==> src/rtl/edge_rate_recovery.sv <==
// edge_rate_recovery
// Measures the high and low phase lengths of a synchronised incoming clock
// sample in system-clock cycles. It emits registered per-edge event pulses and
// tracks whether consecutive full periods agree within a tolerance.
//
// Ports:
//   clk, rst_n            system clock, asynchronous active-low reset
//   clk_en                clock enable; all state holds while low
//   recovery_en_i         measurement enable; low returns to idle with state cleared
//   clear_state_i         synchronous clear of measurement/lock state
//   io_clk_i              synchronised incoming clock sample
//   tolerance_i           max |new - previous| full period for a match
//   lock_threshold_i      consecutive matches needed to lock (0 acts as 1)
//   recovered_events_o    {fall, rise} single-cycle pulses
//   counter_current_o     cycles elapsed in current phase
//   high_rate_o/low_rate_o/full_rate_o   last measured phase lengths
//   fully_locked_in_o     high while locked
//   stall_violation_o     pulse when the phase counter saturates with no edge
module edge_rate_recovery #(
    parameter int unsigned RATE_COUNTER_WIDTH = 16,
    parameter int unsigned LOCK_COUNT_WIDTH   = 4
) (
    input  logic                          clk,
    input  logic                          rst_n,
    input  logic                          clk_en,
    input  logic                          recovery_en_i,
    input  logic                          clear_state_i,
    input  logic                          io_clk_i,
    input  logic [RATE_COUNTER_WIDTH-1:0] tolerance_i,
    input  logic [LOCK_COUNT_WIDTH-1:0]   lock_threshold_i,
    output logic [1:0]                    recovered_events_o,
    output logic [RATE_COUNTER_WIDTH-1:0] counter_current_o,
    output logic [RATE_COUNTER_WIDTH-1:0] high_rate_o,
    output logic [RATE_COUNTER_WIDTH-1:0] low_rate_o,
    output logic [RATE_COUNTER_WIDTH-1:0] full_rate_o,
    output logic                          fully_locked_in_o,
    output logic                          stall_violation_o
);

    typedef logic [RATE_COUNTER_WIDTH-1:0] rate_t;
    typedef logic [LOCK_COUNT_WIDTH-1:0]   lock_t;
    typedef enum logic [1:0] {StIdle, StWaitFirst, StMeasure, StLocked} state_e;

    state_e state_q, state_d;
    logic   io_clk_q;
    rate_t  counter_q, counter_d;
    rate_t  high_q, high_d, low_q, low_d, full_q, full_d;
    logic [1:0] events_q, events_d;
    logic   stall_q, stall_d;
    lock_t  match_q, match_d;
    // partial: the phase in progress started in the wait state and is discarded.
    logic   partial_q, partial_d;
    // Validity of captured high phase / full period since the last restart.
    logic   high_valid_q, high_valid_d;
    logic   full_valid_q, full_valid_d;

    logic  rise, fall, edge_det, active, stall_hit, compare, match;
    rate_t len, new_full, diff;
    lock_t match_inc, thr_eff;

    assign rise     = io_clk_i & ~io_clk_q;
    assign fall     = ~io_clk_i & io_clk_q;
    assign edge_det = rise | fall;
    assign active   = (state_q == StMeasure) || (state_q == StLocked);

    assign len       = (counter_q == '1) ? counter_q : counter_q + 1'b1;
    assign new_full  = high_q + len;
    assign diff      = (new_full >= full_q) ? new_full - full_q : full_q - new_full;
    assign match     = diff <= tolerance_i;
    assign match_inc = (match_q == '1) ? match_q : match_q + 1'b1;
    assign thr_eff   = (lock_threshold_i == '0) ? lock_t'(1) : lock_threshold_i;

    assign stall_hit = active & ~edge_det & (counter_q == '1);
    // A period is only judged once both it and the previous one were fully observed.
    assign compare   = active & rise & ~partial_q & high_valid_q & full_valid_q;

    // FSM state register
    always_ff @(posedge clk or negedge rst_n) begin
        if (!rst_n) begin
            state_q <= StIdle;
        end else if (clk_en) begin
            state_q <= state_d;
        end
    end

    // FSM next state
    always_comb begin
        state_d = state_q;
        case (state_q)
            StIdle:      if (recovery_en_i) state_d = StWaitFirst;
            StWaitFirst: if (edge_det) state_d = StMeasure;
            StMeasure: begin
                if (stall_hit) state_d = StWaitFirst;
                else if (compare && match && (match_inc >= thr_eff)) state_d = StLocked;
            end
            StLocked: begin
                if (stall_hit) state_d = StWaitFirst;
                else if (compare && !match) state_d = StMeasure;
            end
            default: state_d = StIdle;
        endcase
        if (clear_state_i || !recovery_en_i) state_d = StIdle;
    end

    // FSM outputs
    always_comb begin
        fully_locked_in_o = (state_q == StLocked);
    end

    // Datapath next state
    always_comb begin
        counter_d    = counter_q;
        high_d       = high_q;
        low_d        = low_q;
        full_d       = full_q;
        events_d     = 2'b00;
        stall_d      = 1'b0;
        match_d      = match_q;
        partial_d    = partial_q;
        high_valid_d = high_valid_q;
        full_valid_d = full_valid_q;
        if (clear_state_i || !recovery_en_i) begin
            counter_d    = '0;
            high_d       = '0;
            low_d        = '0;
            full_d       = '0;
            match_d      = '0;
            partial_d    = 1'b0;
            high_valid_d = 1'b0;
            full_valid_d = 1'b0;
        end else begin
            case (state_q)
                StIdle: counter_d = '0;
                StWaitFirst: begin
                    counter_d = '0;
                    if (edge_det) begin
                        events_d  = {fall, rise};
                        partial_d = 1'b1;
                    end
                end
                StMeasure, StLocked: begin
                    if (edge_det) begin
                        events_d  = {fall, rise};
                        counter_d = '0;
                        if (partial_q) begin
                            partial_d = 1'b0;
                        end else if (fall) begin
                            high_d       = len;
                            high_valid_d = 1'b1;
                        end else begin
                            low_d        = len;
                            full_d       = new_full;
                            full_valid_d = high_valid_q;
                            if (compare) match_d = match ? match_inc : '0;
                        end
                    end else if (stall_hit) begin
                        // Rates stay visible; everything else restarts from the first edge.
                        stall_d      = 1'b1;
                        match_d      = '0;
                        counter_d    = '0;
                        high_valid_d = 1'b0;
                        full_valid_d = 1'b0;
                    end else begin
                        counter_d = counter_q + 1'b1;
                    end
                end
                default: counter_d = '0;
            endcase
        end
    end

    always_ff @(posedge clk or negedge rst_n) begin
        if (!rst_n) begin
            io_clk_q     <= 1'b0;
            counter_q    <= '0;
            high_q       <= '0;
            low_q        <= '0;
            full_q       <= '0;
            events_q     <= 2'b00;
            stall_q      <= 1'b0;
            match_q      <= '0;
            partial_q    <= 1'b0;
            high_valid_q <= 1'b0;
            full_valid_q <= 1'b0;
        end else if (clk_en) begin
            io_clk_q     <= io_clk_i;
            counter_q    <= counter_d;
            high_q       <= high_d;
            low_q        <= low_d;
            full_q       <= full_d;
            events_q     <= events_d;
            stall_q      <= stall_d;
            match_q      <= match_d;
            partial_q    <= partial_d;
            high_valid_q <= high_valid_d;
            full_valid_q <= full_valid_d;
        end
    end

    assign recovered_events_o = events_q;
    assign counter_current_o  = counter_q;
    assign high_rate_o        = high_q;
    assign low_rate_o         = low_q;
    assign full_rate_o        = full_q;
    assign stall_violation_o  = stall_q;

endmodule

==> config.mk <==
export PLATFORM = sky130hd
export DESIGN_NAME = edge_rate_recovery
export DESIGN_NICKNAME = d
export VERILOG_FILES = /design/src/rtl/edge_rate_recovery.sv
export SDC_FILE = /design/constraint.sdc
export NUM_CORES = 1
export LEC_CHECK = 0
export ABC_AREA = 0
export BUFFER_PORTS_ARGS = -buffer_cell sky130_fd_sc_hd__buf_2
export CAP_MARGIN = 0
export CORE_MARGIN = 3
export CORE_UTILIZATION = 55
export DETAILED_ROUTE_END_ITERATION = 6
export PLACE_DENSITY_LB_ADDON = 0.12
export SLEW_MARGIN = 40
export SYNTH_ARGS = -nofsm -noshare
export SYNTH_HDL_FRONTEND = slang
export SYNTH_SLANG_ARGS = --single-unit
==> constraint.sdc <==
create_clock -name clk -period 16.9 [get_ports clk]
set_input_delay 3.38 -clock clk [delete_from_list [all_inputs] [get_ports clk]]
set_output_delay 3.38 -clock clk [all_outputs]
set_load 0.01 [all_outputs]
Word level (Yosys, flattened, before mapping)
Index checks and enable logic that the tools add are counted.
{"block": "op_classes", "add_sub_neg": 5, "n_bitwise": 13, "order_cmp": 3, "n_reduce_logical": 24, "n_eq_ne": 16, "n_mux": 61}
{"operator": "$mux 16", "count": 20}
{"operator": "$mux 4", "count": 10}
{"operator": "$pmux 16 s2", "count": 1}
{"operator": "$sub 16x16->16", "count": 2}
{"operator": "$reduce_and 5->1", "count": 5}
{"operator": "$mux 2", "count": 10}
{"operator": "$mux 1", "count": 18}
{"operator": "$add 16x1->16 const B", "count": 1}
{"operator": "$add 16x16->16", "count": 1}
{"operator": "$eq 16x16->1 const B", "count": 1}
{"operator": "$ge 16x16->1", "count": 1}
{"operator": "$le 16x16->1", "count": 1}
{"operator": "$ne 3x2->1 const B", "count": 3}
{"operator": "$ne 3x3->1 const B", "count": 3}
{"operator": "$and 1x1->1", "count": 8}
{"operator": "$pmux 2 s4", "count": 1}
{"operator": "$reduce_and 6->1", "count": 1}
{"operator": "$reduce_bool 2->1", "count": 3}
{"operator": "$reduce_bool 3->1", "count": 2}
{"operator": "$add 4x1->4 const B", "count": 1}
{"operator": "$eq 2x2->1 const B", "count": 2}
{"operator": "$eq 4x4->1 const B", "count": 1}
{"operator": "$ge 4x4->1", "count": 1}
{"operator": "$logic_not 4->1", "count": 1}
{"operator": "other kinds (15)", "count": 24}
{"block": "totals", "register_bits": 77, "inputBits": 26, "out_inout_bits": 68}

Depth between registers and ports, before layout
{"block": "depth", "word_depth": 13, "ltp_mapped": 33, "depth_no_buf": 31}

Worst setup path before layout
Ideal clock, no wire load.
{"block": "synth_timing", "path_type": "register to register", "startpoint": "reg counter_q[0] (netlist: counter_current_o[0])", "endpoint": "reg match_q[0]", "setup_ns": 0.118, "slack_ns": 10.277, "t_arrival_ns": 6.505, "path_stages_with_launch": 30, "n_path_buf": 2, "cell_sequence": "dfrtp_1 > ha_1 > nand4_2 > nor4_4 > nand4_4 > a21oi_1 > inv_1 > ha_1 > a211oi_1 > o21ai_0 > a31oi_1 > o21bai_1 > a21oi_1 > xnor2_1 > ha_1 > buf_2 > a21oi_1 > nor2_1 > a211oi_1 > a32oi_2 > buf_4 > o31ai_1 > xnor2_1 > ha_1 > nand4_1 > a2111oi_0 > a211oi_1 > o211ai_1 > o21bai_1 > a21o_1"}
{"block": "synth_between", "elab_chain_cells": 13, "elab_cells_between_ends": 19}
{"item": "start: declaration", "line_no": "46", "source": "rate_t counter_q, counter_d;"}
{"item": "start signal: assignment", "line_no": "187", "source": "counter_q <= counter_d;"}
{"item": "$add 16x1->16 or $eq 16x16->1 (tied branches)", "line_no": "66, 73"}
{"item": "$mux 16", "line_no": "66", "source": "assign len = (counter_q == '1) ? counter_q : counter_q + 1'b1;"}
{"item": "$add 16x16->16", "line_no": "67", "source": "assign new_full = high_q + len;"}
{"item": "$sub 16x16->16 or $ge 16x16->1 (tied branches)", "line_no": "68", "source": "assign diff = (new_full >= full_q) ? new_full - full_q : full_q - new_full;"}
{"item": "$mux 16", "line_no": "68"}
{"item": "$le 16x16->1", "line_no": "69", "source": "assign match = diff <= tolerance_i;"}
{"item": "$mux 4 (2 in a row)", "line_no": "154", "source": "if (compare) match_d = match ? match_inc : '0;"}
{"item": "$mux 4", "line_no": "147", "source": "end else if (fall) begin"}
{"item": "$mux 4", "line_no": "145", "source": "if (partial_q) begin"}
{"item": "$mux 4", "line_no": "142", "source": "if (edge_det) begin"}
{"item": "$mux 4", "line_no": "132", "source": "case (state_q)"}
{"item": "$mux 4", "line_no": "122", "source": "if (clear_state_i || !recovery_en_i) begin"}
{"item": "end signal: assignment", "line_no": "193", "source": "match_q <= match_d;"}
{"item": "end: declaration", "line_no": "50", "source": "lock_t match_q, match_d;"}
Parallel ways exist; a longest one is shown, timed or not. The select of a mux whose other input is x is not followed.
A chain may end at the register's enable or synchronous reset.

Worst setup path after layout
Same ends and word-level chain as after synthesis.

==> flow_summary.yaml <==
sta:
  hold_viol_final: 0
  tightest_slew_ns: 0.754
  timing.fmax_mhz: 123
  max_slew_margin: 0.497
  slew_viol_final: 0
  setup-tns-final_ns: 0
  post-route-period-util: 0.481
  grt_setup_unrepaired: "false"
  finalCriticalPeriod_ns: 8.14
  setup_viol: 0
  clock_skew_ns: 0.00688
critical_path:
  worstPathRequired_ns: 17.14
  end_kind: "register"
  cp.arrival_ns: 8.38
  slowest_delay_ns: 0.57
  worstSetupPathType: "register to register"
  cpMostUsedCell: "ha_1"
  cp_max_fo: 20
  start_kind: "register"
  crit_slowest_cell: "a2111oi_1"
yosys:
  ys_warn_count: 0
  ys_types: 67
  ys_seq_elements: 77
  synth-edff-count: 0
  synthesis.area_sq_um: 6390
  yosysSeqAreaShare: 0.301
  synth_nets: 878
  synth_top_flop_cell: "dfrtp_1"
  synthArstFlopShare: 1.00
  avgSynthCellArea_sq_um: 8.24
  syn-instance-count: 776
cells_and_area:
  register_area_sq_um: 1930
  layout-drive-gt1-share: 0.156
  multi_input_area_sq_um: 4050
  diodes: 0
  fillCellCount: 965
  areaGrowthSynthToFinish_pct: 13.2
  fin_nets: 950
  final_area_sq_um: 7230
drt:
  drcViolationCount: 0
  avgViaCountPerCell: 5.77
  detail_route.wirelength_microns: 16000
  antenna_left: 0
  vias: 5732
  wl_per_cell_microns: 16.1
  drt_iter0_drc: 302
  dr.pass1.iters: 4
global_route:
  met2_usage: 0.416
  busiest_layer: "met2"
  antenna_found_initial: 0
  use_met1: 0.353
  grt_pass1_wl_microns: 27100
  grt_max_degree: 78
  track_usage: 0.257
  grt_pass1_vias: 5613
  grt_util_met3: 0.0382
  grt.overflow.total: 0
power:
  ir_worst_vdd_uv: 67.5
  p_per_area_nw_per_um2: 67.7
  leakagePower_nw: 3.82
  total_power_mw: 0.489
clocking:
  htreeDepth: 3
  clock_path_buffers: 2
  root_buffer: "clkbuf_16"
  cts_tree: "done"
  postCtsSetupRepairBufs: 0
  path_clk_slew_ns: 0.06
  worstSkewPairLatency_ns: 0.35
  cts-resized-gates: 0
  cts.sinks: 77
  numCtsBuffers: 9
  hold_buffers: 0
placement:
  dpl-instance-area_sq_um: 6940
  hpwlAfterDp_microns: 12400
  gp_congestion: 0.909
  port_buffers: 93
floorplanning:
  pin_count: 94
  die-area_sq_um: 12900
  rows: 38
  start_util: 0.577
  fp.dieH_microns: 114
  core_sq_um: 11100
  fp.dieW_microns: 114
job:
  cap_violations: 0
outcome:
  status: "finished clean"
hold_path:
  hp-class: "register to register"
==> state kept, by name, summed over array words and instances (netlist names) <==
register and count:
high_valid_q 1, match_q 4, recovered_events_o 2, full_rate_o 16
full_valid_q 1, stall_violation_o 1, low_rate_o 16, high_rate_o 16
io_clk_q 1, partial_q 1, state_q 2, counter_current_o 16
==> per-layer routing <==
metal / up-vias / part of all wire / wire length, microns
met1: 2711 / 0.47 / 7510
met4: 0 / 0.023 / 369
met3: 27 / 0.042 / 676
met5: - / 0 / 0
li1: 2862 / - / -
met2: 132 / 0.47 / 7480
==> synth_stat cells (9+ instances only) <==
| cell type | instances | area, sq um |
|---|---|---|
| a21o_1 | 22 | 165 |
| a21oi_1 | 39 | 195 |
| buf_2 | 13 | 65.1 |
| clkbuf_1 | 21 | 78.8 |
| dfrtp_1 | 77 | 1930 |
| ha_1 | 73 | 913 |
| inv_1 | 79 | 297 |
| nand2_1 | 112 | 420 |
| nand2b_1 | 9 | 56.3 |
| nand3_1 | 15 | 75.1 |
| nand4_1 | 9 | 56.3 |
| nor2_1 | 31 | 116 |
| nor2b_1 | 9 | 56.3 |
| o21ai_0 | 71 | 355 |
| o21ai_1 | 16 | 80.1 |
| o22ai_1 | 12 | 75.1 |
| o31ai_1 | 16 | 120 |
| xnor2_1 | 24 | 210 |
| xor2_1 | 14 | 123 |
==> power breakdown <==
part | switching, mW | internal [mW]
clock | 0.0868 | 0.101
sequential | 0.00439 | 0.188
combinational | 0.0630 | 0.0461
total | 0.154 | 0.335
==> critical path, delay by kind of cell (launching register included) <==
| family | cells | cell delay, ns |
|---|---|---|
| AOI/OAI and AO/OA | 16 | 4.39 |
| DFF | 1 | 0.47 |
| xor gates and xnor gates | 1 | 0.15 |
| buffers and inverters | 3 | 0.40 |
| and+or+nand+nor | 5 | 1.32 |
| adders and majority gates | 4 | 1.28 |
==> stage by stage <==
stage                     utilization  hold slack [ns]  worst slack [ns]  cells
after floorplan                     -            0.454             10.28    776
after global placement          0.624            0.462              9.01    976
after detailed placement        0.626            0.470              8.82    976
after CTS                       0.652            0.488              8.77    992
after global routing            0.653            0.507              8.15    993
final                           0.653            0.484              8.76    993
==> cell families after synthesis <==
| group | count (synthesis) | share of synthesized area |
|---|---|---|
| AO/OA/AOI/OAI | 239 | 0.240 |
| AND/OR/NAND/NOR | 224 | 0.172 |
| buffers and inverters | 114 | 0.0701 |
| flip-flops | 77 | 0.301 |
| adder cells (fa/ha/maj) | 76 | 0.152 |
| XOR/XNOR | 38 | 0.0521 |
| multiplexers | 8 | 0.0127 |
==> path summary, 6_finish.rpt <==
kind                                                   from                          to  slack, ns  cells past startpoint
max                        counter_current_o[0]$_DFFE_PN0P_      match_q[0]$_DFFE_PN0P_       8.76                     29
min                              low_rate_o[12]$_DFFE_PN0P_  low_rate_o[12]$_DFFE_PN0P_       0.48                      2
max reg2reg                counter_current_o[0]$_DFFE_PN0P_      match_q[0]$_DFFE_PN0P_       8.76                     29
min reg2reg                      low_rate_o[12]$_DFFE_PN0P_  low_rate_o[12]$_DFFE_PN0P_       0.48                      2
max in group asynchronous                             rst_n      match_q[0]$_DFFE_PN0P_      13.35                      1
min in group asynchronous                             rst_n        io_clk_q$_DFFE_PN0P_       3.06                      1
==> layout by cell type, fill, tap and decap left out, types with 5 or more instances in the layout <==
master | Yosys | routed
o21bai_1 | 6 | 6
dfrtp_1 | 77 | 77
a22o_1 | 5 | 5
nand3_1 | 15 | 15
xor2_1 | 14 | 14
and3_1 | 5 | 5
nand4_1 | 9 | 9
o21a_1 | 8 | 8
o22ai_1 | 12 | 12
a211oi_1 | 8 | 8
ha_1 | 73 | 73
buf_2 | 13 | 92
nor3_1 | 8 | 8
inv_1 | 79 | 79
a21oi_1 | 39 | 39
nor2_1 | 31 | 31
xnor2_1 | 24 | 24
nand2b_1 | 9 | 8
nor2b_1 | 9 | 9
o31ai_1 | 16 | 16
nand2_1 | 112 | 112
o211ai_1 | 6 | 6
clkbuf_16 | 0 | 9
o21ai_0 | 71 | 71
o21ai_1 | 16 | 14
a21o_1 | 22 | 22
mux2i_1 | 7 | 7
==> layout make-up <==
| cell class | count | share of cell area |
|---|---|---|
| Multi-Input combinational cell | 585 | 0.560 |
| Sequential cell | 77 | 0.266 |
| Timing Repair Buffer | 96 | 0.0688 |
| Clock inverter | 7 | 0.00830 |
| Clock buffer | 9 | 0.0311 |
| Tap cell | 140 | 0.0242 |
| Inverter | 79 | 0.0410 |
Power figures use the tool's default switching activity.
